==> config.mk <==
export PLATFORM = sky130hd
export DESIGN_NAME = sb_register_bank
export DESIGN_NICKNAME = d
export VERILOG_FILES = /design/src/rtl/sb_register_bank.sv
export SDC_FILE = /design/constraint.sdc
export NUM_CORES = 1
export LEC_CHECK = 0
export CORE_ASPECT_RATIO = 2
export CORE_UTILIZATION = 47
export CTS_BUF_LIST = sky130_fd_sc_hd__clkbuf_2
export CTS_CLUSTER_SIZE = 40
export DETAILED_ROUTE_END_ITERATION = 16
export GPL_TIMING_DRIVEN = 1
export MAX_ROUTING_LAYER = met4
export PLACE_DENSITY = 0.87
export SYNTH_ARGS = -nofsm -noshare
export SYNTH_HDL_FRONTEND = slang
export SYNTH_SLANG_ARGS = --single-unit
export TNS_END_PERCENT = 30
==> constraint.sdc <==
create_clock -name clk -period 1.4 [get_ports clk]
set_clock_uncertainty 0.2 [all_clocks]
set_input_delay 0.14 -clock clk [delete_from_list [all_inputs] [get_ports clk]]
set_output_delay 0.14 -clock clk [all_outputs]
set_load 0.1 [all_outputs]
==> src/rtl/sb_register_bank.sv <==
// sb_register_bank
// Receiving end of the CPU special bus (SB). Holds the X, Y, accumulator and
// stack pointer registers, loads them from SB under per-register strobes, and
// produces N/Z flag candidates for every X/Y/AC load.
//
// The stack pointer is two latches: an input latch loaded from SB and an
// output latch that copies the input latch on every edge. The visible stack
// pointer therefore lags an SB_S strobe by two edges.
//
// Optional feature macro: STACK_INC_DEC_EN
//   defined   -> S_Inc/S_Dec ports exist and step the input latch
//                (modulo 2^WIDTH). SB_S has priority over stepping, and
//                S_Inc together with S_Dec leaves the latch unchanged.
//   undefined -> ports absent; the stack pointer changes only through SB_S.
//
// Reset is synchronous, active-low, and wins over every strobe on that edge.

module sb_register_bank #(
  parameter int unsigned     WIDTH   = 8,
  parameter logic [WIDTH-1:0] S_RESET = 8'hFD
) (
  input  logic             clk,
  input  logic             rst_n,
  input  logic [WIDTH-1:0] SB,
  input  logic             SB_X,
  input  logic             SB_Y,
  input  logic             SB_AC,
  input  logic             SB_S,
`ifdef STACK_INC_DEC_EN
  input  logic             S_Inc,
  input  logic             S_Dec,
`endif
  output logic [WIDTH-1:0] X_Index_Register_Out,
  output logic [WIDTH-1:0] Y_Index_Register_Out,
  output logic [WIDTH-1:0] Accumulator_Out,
  output logic [WIDTH-1:0] Stack_Pointer_Register_Out,
  output logic             NZ_Valid,
  output logic             N_Flag,
  output logic             Z_Flag
);

  logic [WIDTH-1:0] x_q, x_d;
  logic [WIDTH-1:0] y_q, y_d;
  logic [WIDTH-1:0] ac_q, ac_d;
  logic [WIDTH-1:0] s_in_q, s_in_d;
  logic [WIDTH-1:0] s_out_q, s_out_d;
  logic             n_q, n_d;
  logic             z_q, z_d;
  logic             nzv_q, nzv_d;

  logic             flag_load;
  logic             s_step_up;
  logic             s_step_dn;

  assign flag_load = SB_X | SB_Y | SB_AC;

`ifdef STACK_INC_DEC_EN
  // Stepping only when exactly one of inc/dec is asserted.
  assign s_step_up = S_Inc & ~S_Dec;
  assign s_step_dn = S_Dec & ~S_Inc;
`else
  assign s_step_up = 1'b0;
  assign s_step_dn = 1'b0;
`endif

  // Index registers and accumulator: load from SB on strobe, otherwise hold.
  always_comb begin
    x_d  = x_q;
    y_d  = y_q;
    ac_d = ac_q;
    if (SB_X)  x_d  = SB;
    if (SB_Y)  y_d  = SB;
    if (SB_AC) ac_d = SB;
  end

  // Stack pointer input latch: SB load beats stepping; output latch always
  // copies the input latch so it trails it by exactly one edge.
  always_comb begin
    s_in_d = s_in_q;
    if (SB_S) begin
      s_in_d = SB;
    end else if (s_step_up) begin
      s_in_d = s_in_q + WIDTH'(1);
    end else if (s_step_dn) begin
      s_in_d = s_in_q - WIDTH'(1);
    end
    s_out_d = s_in_q;
  end

  // Flag candidates: refreshed by any X/Y/AC load, held otherwise.
  always_comb begin
    n_d   = n_q;
    z_d   = z_q;
    nzv_d = 1'b0;
    if (flag_load) begin
      n_d   = SB[WIDTH-1];
      z_d   = (SB == '0);
      nzv_d = 1'b1;
    end
  end

  // State register with synchronous active-low reset.
  always_ff @(posedge clk) begin
    if (!rst_n) begin
      x_q     <= '0;
      y_q     <= '0;
      ac_q    <= '0;
      s_in_q  <= S_RESET;
      s_out_q <= S_RESET;
      n_q     <= 1'b0;
      z_q     <= 1'b0;
      nzv_q   <= 1'b0;
    end else begin
      x_q     <= x_d;
      y_q     <= y_d;
      ac_q    <= ac_d;
      s_in_q  <= s_in_d;
      s_out_q <= s_out_d;
      n_q     <= n_d;
      z_q     <= z_d;
      nzv_q   <= nzv_d;
    end
  end

  assign X_Index_Register_Out       = x_q;
  assign Y_Index_Register_Out       = y_q;
  assign Accumulator_Out            = ac_q;
  assign Stack_Pointer_Register_Out = s_out_q;
  assign NZ_Valid                   = nzv_q;
  assign N_Flag                     = n_q;
  assign Z_Flag                     = z_q;

endmodule
## Yosys cells after proc, flatten, opt, wreduce, memory -nomap -nowiden

Index checks and enable logic that the tools add are counted.

- Flip-flop bits (word level): 43
- Input port bits: 14
- Output and inout port bits: 35
- Logic and storage cells: 12

- Multiplexer cells: 1
- Bitwise operators: 2
- Reduce and logical (&&, ||, !) cells: 1

Operator list:

| operator | count |
|---|---|
| 8-bit zero test | 1 |
| 1-bit OR | 2 |
| 1-bit 2-to-1 mux | 1 |

## Depth between registers and ports, before layout

- Depth in word-level cells: 3
- Depth in mapped cells: 4
- Mapped depth without buffers: 3

## Least setup slack after synthesis

Ideal clock, no wire load.

- Kind: register -> register
- Start point: reg, netlist name N_Flag
- End point: reg n_q, in the netlist N_Flag
- Setup time: 0.067 ns
- Arrival: 1.207 ns
- Slack: -0.074 ns
- Stages on the path, launching flop included: 3
- Path buffers: 0
- Path through: dfxtp_1 > mux2i_1 > nor2b_1

RTL lines:

| what | RTL line | source |
|---|---|---|
| end signal, assigned | 119 | `n_q <= n_d;` |
| end, declared | 47 | `logic n_q, n_d;` |

## Final worst setup path

- Start point: reg y_q[2], in the netlist Y_Index_Register_Out[2]
- End point: out Y_Index_Register_Out[2]

RTL lines:

| what | RTL line | source |
|---|---|---|
| start, declared | 43 | `logic [WIDTH-1:0] y_q, y_d;` |
| start signal, assigned | 115 | `y_q <= y_d;` |
| end, declared | 34 | `output logic [WIDTH-1:0] Y_Index_Register_Out,` |

No word-level cell between the ends.

==> results.json <==
{
  "outcome": "finished, final reports clean",
  "mostFrequentLayoutCell": "buf_12",
  "cts_tree": "yes",
  "fin_crit_ns": 1.36,
  "post_drt_via_cell_ratio": 5.10,
  "worst_path_max_delay_cell": "dfxtp_1",
  "worstPathRequired_ns": 1.06,
  "vias": 1168,
  "critPathBufInv": 1,
  "dp_hpwl_mm": 2.78,
  "detail_route.wl_per_cell_microns": 15.9,
  "syn_to_final_growth_pct": 68.2,
  "cts.sinks": 43,
  "drt_iter0_drc": 42,
  "p_leak_nw": 1.13,
  "grt_overflow": 0,
  "core_sq_um": 3120,
  "slew_viol_final": 0,
  "ant_nets": 0,
  "synth.top_cell.area_share_pct": 56.1,
  "max-cap-violations": 0,
  "drive_above_1_share_pct": 41.9,
  "ys_ff_latch": 43,
  "grt_util_all_layers_pct": 22.1,
  "crit_family": "flip-flops",
  "finalCritPeriodShare_pct": 96.9,
  "clock_latency_ns": 0.41,
  "die_area_sq_um": 3510,
  "setup_viol": 0,
  "cts.path.max_buffers": 2,
  "ys_types": 14,
  "hold_path_class": "in2reg",
  "dp_cells": 221,
  "diodes": 0,
  "syn_area_sq_um": 1530,
  "rsz0062_at_grt": "no",
  "power_density_nw_per_um2": 1060,
  "grt_max_degree": 45,
  "worst_pin_slew_ns": 0.332,
  "fin_cells": 229,
  "synth_area_leaders": "dfxtp_1, mux2i_1, nor2b_1",
  "hold_ws_ns": 0.221,
  "start_util_pct": 49.2,
  "io_buffers": 48,
  "cp.arrival_ns": 1.02,
  "yosysSeqAreaShare_pct": 56.1,
  "crit_type": "reg2out",
  "avgSynthCellArea_sq_um": 11.6,
  "placementRows": 29,
  "hold_violations": 0,
  "clk_pin_slew_ns": 0.19,
  "max_stage_delay_ns": 0.43,
  "htree_levels": 2,
  "nets": 211,
  "die_x_microns": 42.4,
  "gp_congestion": 0.762,
  "synthCells": 132,
  "grt_pass1_vias": 1137,
  "maxSlewHeadroom_pct": 77.7,
  "yosys.area.top_type": "dfxtp_1",
  "routed_wl_mm": 3.65,
  "drt_first_pass_iters": 6,
  "fmax_mhz": 737,
  "cts_setup_buffers": 0,
  "grt_pass1_wl_mm": 5.38,
  "cp_max_fo": 2,
  "ir_drop_uv": 1200,
  "io_pins": 49,
  "ys_warn_count": 0,
  "clockRootBuffer": "clkbuf_2",
  "synth_nets": 146,
  "cp-start-kind": "register",
  "die_h_microns": 82.8,
  "drc": 0,
  "cts_buffers": 5,
  "crit_chain": "buf_12",
  "antenna_found_initial": 0,
  "mostFrequentLayoutCells": "buf_12, mux2i_1, nor2b_1, dfxtp_2, dfxtp_1",
  "end_kind": "primary output"
}
## path summary, 6_finish.rpt
path,depth (start not counted),slack (ns),start,endpoint
worst max-delay path,1,0.04,Y_Index_Register_Out[2],Y_Index_Register_Out[2]
worst min-delay path,4,0.22,SB[6],Z_Flag
worst max register to register,2,0.45,Accumulator_Out[6],Accumulator_Out[6]
worst min register to register,1,0.26,s_in_q[7],Stack_Pointer_Register_Out[7]
## final cells by class
type                       count  area, sq um
timing repair buffer          66          991
sequential                    43          888
multi-input combinational     81          624
fill                         167          541
tap                           31         38.8
clock buffer                   6         30.0
clock inverter                 2         7.51
## routing by layer
| layer | GRT usage [%] | routed length [microns] |
|---|---|---|
| met1 | 20.6 | 1290 |
| met2 | 39.8 | 2120 |
| met3 | 5.19 | 123 |
| met4 | 14.1 | 114 |
| met5 | - | 0 |
## per-stage QoR
stage / power [mW] / utilization (%) / TNS, ns / cell area [sq um] / setup WS [ns]
CTS: 2.74 / 82.2 / 0 / 2570 / 0.00334
detailed placement: 2.25 / 80.9 / -2.70 / 2520 / -0.184
finish: 2.73 / 82.7 / 0 / 2580 / 0.0433
floorplan: 1.87 / - / -1.11 / 1540 / -0.0607
global placement: 2.23 / 80.9 / -1.63 / 2520 / -0.131
global route: 2.81 / 82.7 / 0 / 2580 / 0.00191
## logic make-up (layout without fill, tap and decap cells)
group,Yosys count,in the layout,synth area share (%)
and+or+nand+nor,48,48,19.2
muxes,33,33,21.5
buffers and inverters,8,74,3.18
DFF,43,43,56.1
## Yosys cell counts (all sizes together)
| master | instances |
|---|---|
| nor3 | 1 |
| nand4b | 1 |
| nor4 | 2 |
| nor2b | 26 |
| nand2 | 8 |
| and2b | 1 |
| nand3 | 1 |
| nand2b | 7 |
| and2 | 1 |
| buf | 5 |
| clkbuf | 3 |
| dfxtp | 43 |
| mux2i | 33 |
## power by group
part	total, mW	switching (mW)	internal (mW)
combinational	0.861	0.518	0.343
clock	0.506	0.386	0.120
sequential	1.37	0.0645	1.30
## sequential cells by signal, indices dropped and copies added (netlist names)
| register | flops |
|---|---|
| s_in_q | 8 |
| NZ_Valid | 1 |
| Stack_Pointer_Register_Out | 8 |
| X_Index_Register_Out | 8 |
| Accumulator_Out | 8 |
| Z_Flag | 1 |
| Y_Index_Register_Out | 8 |
| N_Flag | 1 |
## repair_timing
item | 4_1_cts | 5_1_grt
endpoints found under the setup margin | 4 | 11
gates resized for setup | 4 | 11
hold buffers | 0 | 0
(Power assumes the default switching activity.)
